==> src/rtl/usb_eb_reader_pkg.sv <==
// Shared receive-PHY symbol constants and elastic-buffer reader state encoding.
package usb_eb_reader_pkg;

    localparam int SYM_W = 9;

    localparam logic [7:0] K28_1 = 8'h3C;
    localparam logic [7:0] K28_5 = 8'hBC;

    localparam logic [SYM_W-1:0] SKP_SYM = {1'b1, K28_1};
    localparam logic [SYM_W-1:0] COM_SYM = {1'b1, K28_5};

    typedef enum logic [1:0] {
        ST_FILL   = 2'd0,
        ST_RUN    = 2'd1,
        ST_INSERT = 2'd2
    } eb_state_t;

    function automatic logic is_skp(input logic [SYM_W-1:0] sym);
        return sym == SKP_SYM;
    endfunction

endpackage

==> src/rtl/usb_eb_reader.sv <==
// Elastic-buffer read side: pops FIFO symbols and pads SKP pairs when the FIFO runs low.
// Latency: popped symbol appears on sym_* one rclk after the pop.
// Backpressure: none downstream; pops stall only while filling or inserting.
module usb_eb_reader
    import usb_eb_reader_pkg::*;
#(
    parameter int ASIZE    = 8,
    parameter int LO_MARK  = 96,
    parameter int HI_MARK  = 160,
    parameter int MID_MARK = 128,
    parameter int MAX_INS  = 2
) (
    input  logic             rclk,
    input  logic             rrst,
    input  logic [8:0]       fifo_rdata,
    input  logic             fifo_rempty,
    input  logic [ASIZE:0]   fifo_level,
    output logic             fifo_rinc,
    output logic [7:0]       sym_data,
    output logic             sym_k,
    output logic             sym_valid,
    output logic             skp_added,
    output logic             underflow,
    output logic             hi_warn,
    output logic [15:0]      ins_total
);

    localparam logic [ASIZE:0] LO_LVL  = (ASIZE+1)'(LO_MARK);
    localparam logic [ASIZE:0] MID_LVL = (ASIZE+1)'(MID_MARK);
    localparam logic [ASIZE:0] HI_LVL  = (ASIZE+1)'(HI_MARK);
    localparam logic [1:0]     MAX_CNT = 2'(MAX_INS);

    if (!(LO_MARK < MID_MARK && MID_MARK < HI_MARK && HI_MARK < (1 << ASIZE))) begin : g_mark_check
        $error("usb_eb_reader: marks must satisfy LO_MARK < MID_MARK < HI_MARK < depth");
    end

    eb_state_t  state;
    logic       skp_run;
    logic [1:0] ins_cnt;
    logic       phase;

    logic head_skp;
    logic ins_trig;

    assign fifo_rinc = (state == ST_RUN) && !fifo_rempty;
    assign head_skp  = is_skp(fifo_rdata);

    // Only pad right after a completed received pair so ordered sets keep even SKP counts.
    assign ins_trig = head_skp && skp_run && (fifo_level < LO_LVL) && (ins_cnt < MAX_CNT);

    always_ff @(posedge rclk or posedge rrst) begin
        if (rrst) begin
            state     <= ST_FILL;
            skp_run   <= 1'b0;
            ins_cnt   <= 2'd0;
            phase     <= 1'b0;
            sym_data  <= 8'h00;
            sym_k     <= 1'b0;
            sym_valid <= 1'b0;
            skp_added <= 1'b0;
            underflow <= 1'b0;
            hi_warn   <= 1'b0;
            ins_total <= 16'h0000;
        end else begin
            skp_added <= 1'b0;
            underflow <= 1'b0;
            hi_warn   <= (fifo_level >= HI_LVL);

            case (state)
                ST_FILL: begin
                    sym_valid <= 1'b0;
                    if (fifo_level >= MID_LVL) begin
                        state <= ST_RUN;
                    end
                end

                ST_RUN: begin
                    if (!fifo_rempty) begin
                        sym_valid <= 1'b1;
                        sym_k     <= fifo_rdata[8];
                        sym_data  <= fifo_rdata[7:0];
                        if (head_skp) begin
                            skp_run <= ~skp_run;
                        end else begin
                            skp_run <= 1'b0;
                            ins_cnt <= 2'd0;
                        end
                        if (ins_trig) begin
                            state   <= ST_INSERT;
                            ins_cnt <= ins_cnt + 2'd1;
                            phase   <= 1'b0;
                        end
                    end else begin
                        sym_valid <= 1'b0;
                        underflow <= 1'b1;
                        skp_run   <= 1'b0;
                        ins_cnt   <= 2'd0;
                        state     <= ST_FILL;
                    end
                end

                ST_INSERT: begin
                    sym_valid <= 1'b1;
                    sym_k     <= 1'b1;
                    sym_data  <= K28_1;
                    phase     <= ~phase;
                    if (!phase) begin
                        skp_added <= 1'b1;
                        if (ins_total != 16'hFFFF) begin
                            ins_total <= ins_total + 16'd1;
                        end
                    end else begin
                        state <= ST_RUN;
                    end
                end

                default: begin
                    state     <= ST_FILL;
                    sym_valid <= 1'b0;
                end
            endcase
        end
    end

endmodule
==> config.mk <==
export PLATFORM = sky130hd
export DESIGN_NAME = usb_eb_reader
export DESIGN_NICKNAME = d
export VERILOG_FILES = /design/src/rtl/usb_eb_reader_pkg.sv /design/src/rtl/usb_eb_reader.sv
export SDC_FILE = /design/constraint.sdc
export NUM_CORES = 1
export LEC_CHECK = 0
export BUFFER_PORTS_ARGS = -buffer_cell sky130_fd_sc_hd__buf_2
export CORE_MARGIN = 10
export CORE_UTILIZATION = 35
export DETAILED_ROUTE_END_ITERATION = 8
export GPL_TIMING_DRIVEN = 0
export PLACE_DENSITY = 0.57
export SYNTH_ARGS = -nofsm -noshare
export SYNTH_HDL_FRONTEND = slang
export SYNTH_SLANG_ARGS = --single-unit
==> constraint.sdc <==
create_clock -name rclk -period 2 [get_ports rclk]
set_input_delay 0.3 -clock rclk [delete_from_list [all_inputs] [get_ports rclk]]
set_output_delay 0.3 -clock rclk [all_outputs]
set_load 0.03 [all_outputs]
* Yosys cells after proc, flatten, opt, wreduce, memory -nomap -nowiden
Cells that the tools add are included.
Operators by class: $lt $le $gt $ge 4, add/subtract/negate cells 2, equality and inequality tests 10, bitwise logic cells 2, reductions and logical operators 12, mux-type cells 23
Operator list (count):
- $ge A9 B8 Y1 const B | 2
- $add A16 B1 Y16 const B | 1
- $ne A16 B16 Y1 const B | 1
- $pmux W8 S2 | 1
- $mux W2 | 7
- $mux W1 | 10
- $eq A9 B9 Y1 const B | 1
- $lt A9 B7 Y1 const B | 1
- $reduce_and A3 Y1 | 3
- $mux W8 | 1
- $ne A2 B2 Y1 const B | 4
- $pmux W1 S2 | 3
- $pmux W2 S3 | 1
- $logic_and A1 B1 Y1 | 4
- $reduce_and A2 Y1 | 2
- $ne A3 B2 Y1 const B | 1
- $ne A3 B3 Y1 const B | 1
- $add A2 B1 Y2 const B | 1
- $eq A2 B1 Y1 const B | 1
- $eq A2 B2 Y1 const B | 1
- $logic_not A2 Y1 | 1
- $lt A2 B2 Y1 const B | 1
- $not A1 Y1 | 2
- $reduce_bool A2 Y1 | 1
- $logic_not A1 Y1 | 1
Storage, ports and cells: register bits 35, input port bits 21, word-level logic and storage cells 64

* Logic depth before layout (Yosys ltp)
word-level depth 7, gate-level depth with buffers 8

* Worst setup path before layout
OpenSTA, ideal clock, no wires.
path kind register -> register, start register ins_total[0], end register ins_total[1], arrival time 1741 ps, path slack 135 ps, required time 1875 ps, setup time 125 ps, cell stages (with the launch flop) 6, period minus slack after synthesis 1865 ps, path through dfrtp_1 -> ha_1 -> nand2_1 -> nor3_2 -> a21boi_0 -> mux2_2
Between the ends: longest elaborated chain between the ends 2
RTL lines:
- start, declared | line usb_eb_reader.sv:25 | output logic [15:0] ins_total
- start signal, assigned | line usb_eb_reader.sv:110 | ins_total <= ins_total + 16'd1;
- branches (longest 2 deep; another with $add A16 B1 Y16)
Several ways; the timed one is not identified. A chain may end at the register's enable or synchronous reset.

* Worst setup path in the final report
start register state[1], end output port fifo_rinc
Between the ends: longest elaborated chain between the ends 2
RTL lines:
- start, declared | line usb_eb_reader.sv:37 | eb_state_t state;
- start signal, assigned | line usb_eb_reader.sv:53 | state <= ST_FILL;
- start signal, assigned | line usb_eb_reader.sv:73 | state <= ST_RUN;
- start signal, assigned | line usb_eb_reader.sv:89 | state <= ST_INSERT;
- $eq A2 B1 Y1 | line usb_eb_reader.sv:45 | assign fifo_rinc = (state == ST_RUN) && !fifo_rempty;
- $logic_and A1 B1 Y1 | line usb_eb_reader.sv:45
- end, declared | line usb_eb_reader.sv:18 | output logic fifo_rinc,
Every way passes these cells.

==> flow_metrics.env <==
export IMPL_status="completed"
export IMPL_critPathMaxStageDelay_ns=0.42
export IMPL_ios=51
export IMPL_ys_flop_type="dfrtp_1"
export IMPL_routed_wl_mm=4.41
export IMPL_crit_arrival_ns=1.56
export IMPL_peakVddDrop_uv=770
export IMPL_drt_wirelength_per_cell_um=14.9
export IMPL_postCtsSetupBuffers=0
export IMPL_firstDrtPassIters=4
export IMPL_finalCriticalPeriod_ns=1.86
export IMPL_htreeDepth=2
export IMPL_antenna_diode_count=0
export IMPL_period_share_pct=93.1
export IMPL_fp_dieW_um=91.0
export IMPL_die_area_um2=8280
export IMPL_io_buffers=45
export IMPL_path_class="reg -> out"
export IMPL_nets=253
export IMPL_worst_pin_slew_ns=0.461
export IMPL_clkTransAtPathRegs_ns=0.08
export IMPL_cts_sink_count=35
export IMPL_startpoint="state[1]"
export IMPL_antenna_found_initial=0
export IMPL_cts_tree="built"
export IMPL_reg2reg_to="ins_total[1]"
export IMPL_crit_slowest_cell="dfrtp_1"
export IMPL_min_from="fifo_level[8]"
export IMPL_antenna_left=0
export IMPL_synth_edf_count=0
export IMPL_synth_cell_type_count=46
export IMPL_final_fill_count=474
export IMPL_numCtsBuffers=5
export IMPL_vias=1502
export IMPL_start_kind="flip-flop"
export IMPL_cp_max_fo=6
export IMPL_clock_root_buffer="clkbuf_8"
export IMPL_hpwl_mm=3.44
export IMPL_clock_latency_ns=0.29
export IMPL_power_density_nw_per_um2=997
export IMPL_row_count=25
export IMPL_cap_viol_max_count=0
export IMPL_layout_commonest_cell="buf_2"
export IMPL_skew_ns=0.00782
export IMPL_hold_viol=0
export IMPL_grt_use_total_pct=10.9
export IMPL_async_flop_share_pct=100
export IMPL_dp_cells=286
export IMPL_postSynthCellCount=172
export IMPL_netlist_area_um2=1760
export IMPL_r2r_start="state[0]"
export IMPL_rr_worst_depth=7
export IMPL_layout_cells_non_filler=295
export IMPL_grt_pass1_vias=1599
export IMPL_ys_ff_latch=35
export IMPL_avgSynthCellArea_um2=10.2
export IMPL_start_util_pct=36.6
export IMPL_area_delta_synth_final_pct=29.2
export IMPL_routed_via_density=5.09
export IMPL_fp_dieH_um=91.0
export IMPL_critPathTopFamily="buffers and inverters"
export IMPL_endpoint_kind="output pin"
export IMPL_max_freq_ghz=0.537
export IMPL_grt_overflow=0
export IMPL_drt_iter0_drc=56
export IMPL_grt_pass1_wl_mm=7.69
export IMPL_drv_slew=0
export IMPL_drive_gt1_share_pct=30.7
export IMPL_mostFrequentLayoutCells="46 x buf_2, 34 x dfrtp_1, 14 x a21oi_1, 14 x nor2_1"
export IMPL_syn_nets=198
export IMPL_place_congestion=0.791
export IMPL_relSlewSlack_pct=69.2
export IMPL_crit_chain="inv_1, ha_1, nand2b_1, inv_2, buf_2"
export IMPL_hold_depth=2
export IMPL_synth_seq_area_share_pct=49.7
export IMPL_ys_warn_count=0
export IMPL_p_leak_uw=0.00116
export IMPL_grt_max_degree=16
export IMPL_cp_required_ns=1.70
export IMPL_clock_path_buffers=2
export IMPL_final_util_pct=47.3
export IMPL_drc=0
export IMPL_core_area_um2=4820
export IMPL_final_setup_viol_count=0
export IMPL_regToRegSetupSlack_ns=0.15
export IMPL_crit_buf_inv=3
export IMPL_hp_class="in -> reg"
export IMPL_min_to="hi_warn"
[report_power, final]
group	total [uW]	internal, uW	switching (uW)
sequential	894	822	72.9
combinational	712	236	476
clock	664	403	260
[synthesized netlist by cell type (2+ instances only)]
| cell | number | area, um^2 |
|---|---|---|
| dfrtp_1 | 35 | 876 |
| nor2_1 | 14 | 52.6 |
| nand2b_1 | 2 | 12.5 |
| and2_1 | 3 | 18.8 |
| nand3_1 | 3 | 15.0 |
| or3_1 | 2 | 12.5 |
| xor2_1 | 11 | 96.3 |
| a31oi_1 | 3 | 18.8 |
| clkbuf_1 | 3 | 11.3 |
| o21ai_0 | 4 | 20.0 |
| nor4_1 | 2 | 12.5 |
| and4_1 | 3 | 26.3 |
| nor3_1 | 8 | 40.0 |
| xnor2_1 | 2 | 17.5 |
| buf_4 | 2 | 15.0 |
| o32a_1 | 2 | 20.0 |
| nor4b_1 | 3 | 26.3 |
| ha_1 | 5 | 62.6 |
| a21oi_1 | 14 | 70.1 |
| inv_1 | 5 | 18.8 |
| nand4_1 | 7 | 43.8 |
| a22o_1 | 2 | 17.5 |
| and4b_1 | 2 | 20.0 |
| o31ai_1 | 2 | 15.0 |
| or4_1 | 2 | 15.0 |
| nand2_1 | 11 | 41.3 |
[routing by layer]
layer | up-vias | routed length [um] | GRT usage (%)
met1 | 713 | 1980 | 13.2
met3 | 4 | 318 | 4.12
met5 | - | 0 | 0
met2 | 44 | 2070 | 16.9
li1 | 741 | - | -
met4 | 0 | 41 | 4.70
[stage by stage]
step | setup WS (ns) | cell area, um^2 | power (uW) | TNS [ns] | hold slack [ns]
after floorplan | 0.135 | 1760 | 1390 | 0 | 0.408
after global placement | -0.129 | 2070 | 1610 | -0.301 | 0.479
after detailed placement | -0.137 | 2110 | 1620 | -0.344 | 0.311
after CTS | 0.0366 | 2250 | 2310 | 0 | 0.224
after global routing | -0.0345 | 2280 | 2420 | -0.0345 | 0.231
final | 0.138 | 2280 | 2270 | 0 | 0.233
[flip-flops by register name, summed over array words and instances (netlist names)]
| signal | flops |
|---|---|
| hi_warn | 1 |
| ins_cnt | 2 |
| ins_total | 16 |
| phase | 1 |
| skp_added | 1 |
| skp_run | 1 |
| state | 2 |
| sym_data | 8 |
| sym_k | 1 |
| sym_valid | 1 |
| underflow | 1 |
[cells by family after synthesis]
| logic type | after synthesis | synth area share (%) |
|---|---|---|
| AO/OA/AOI/OAI | 37 | 13.8 |
| XOR/XNOR | 13 | 6.46 |
| adder cells (fa/ha/maj) | 5 | 3.55 |
| flip-flops | 35 | 49.7 |
| AND/OR/NAND/NOR | 69 | 22.5 |
| buffers and inverters | 11 | 2.84 |
| multiplexers | 2 | 1.21 |
[how the worst max path moves through the flow]
stage                   end  slack, ns  cells past startpoint
5_1_grt        ins_total[9]      -0.03                      8
2_1_floorplan  ins_total[1]       0.13                      5
3_5_place_dp   ins_total[9]      -0.14                      8
4_1_cts        ins_total[9]       0.04                      8
6_report          fifo_rinc       0.14                      5
3_3_place_gp   ins_total[9]      -0.13                      8
[timing repair]
action,4_1_cts,5_1_grt
cloned,0,0
gates resized for setup,3,9
hold buffers,1,0
setup endpoints to repair,3,9
hold endpoints to repair,8,0
pin swaps,0,2
[cell type report]
type | count | area, um^2 | share of cell area [%]
well taps | 67 | 83.8 | 3.68
plain buffers | 6 | 35.0 | 1.54
clock buffers | 6 | 82.6 | 3.63
clock inverters | 2 | 35.0 | 1.54
flip-flops and latches | 35 | 877 | 38.5
inverters | 5 | 18.8 | 0.824
repair buffers | 48 | 278 | 12.2
multi-input cells | 126 | 867 | 38.1
(Power assumes the default switching activity.)
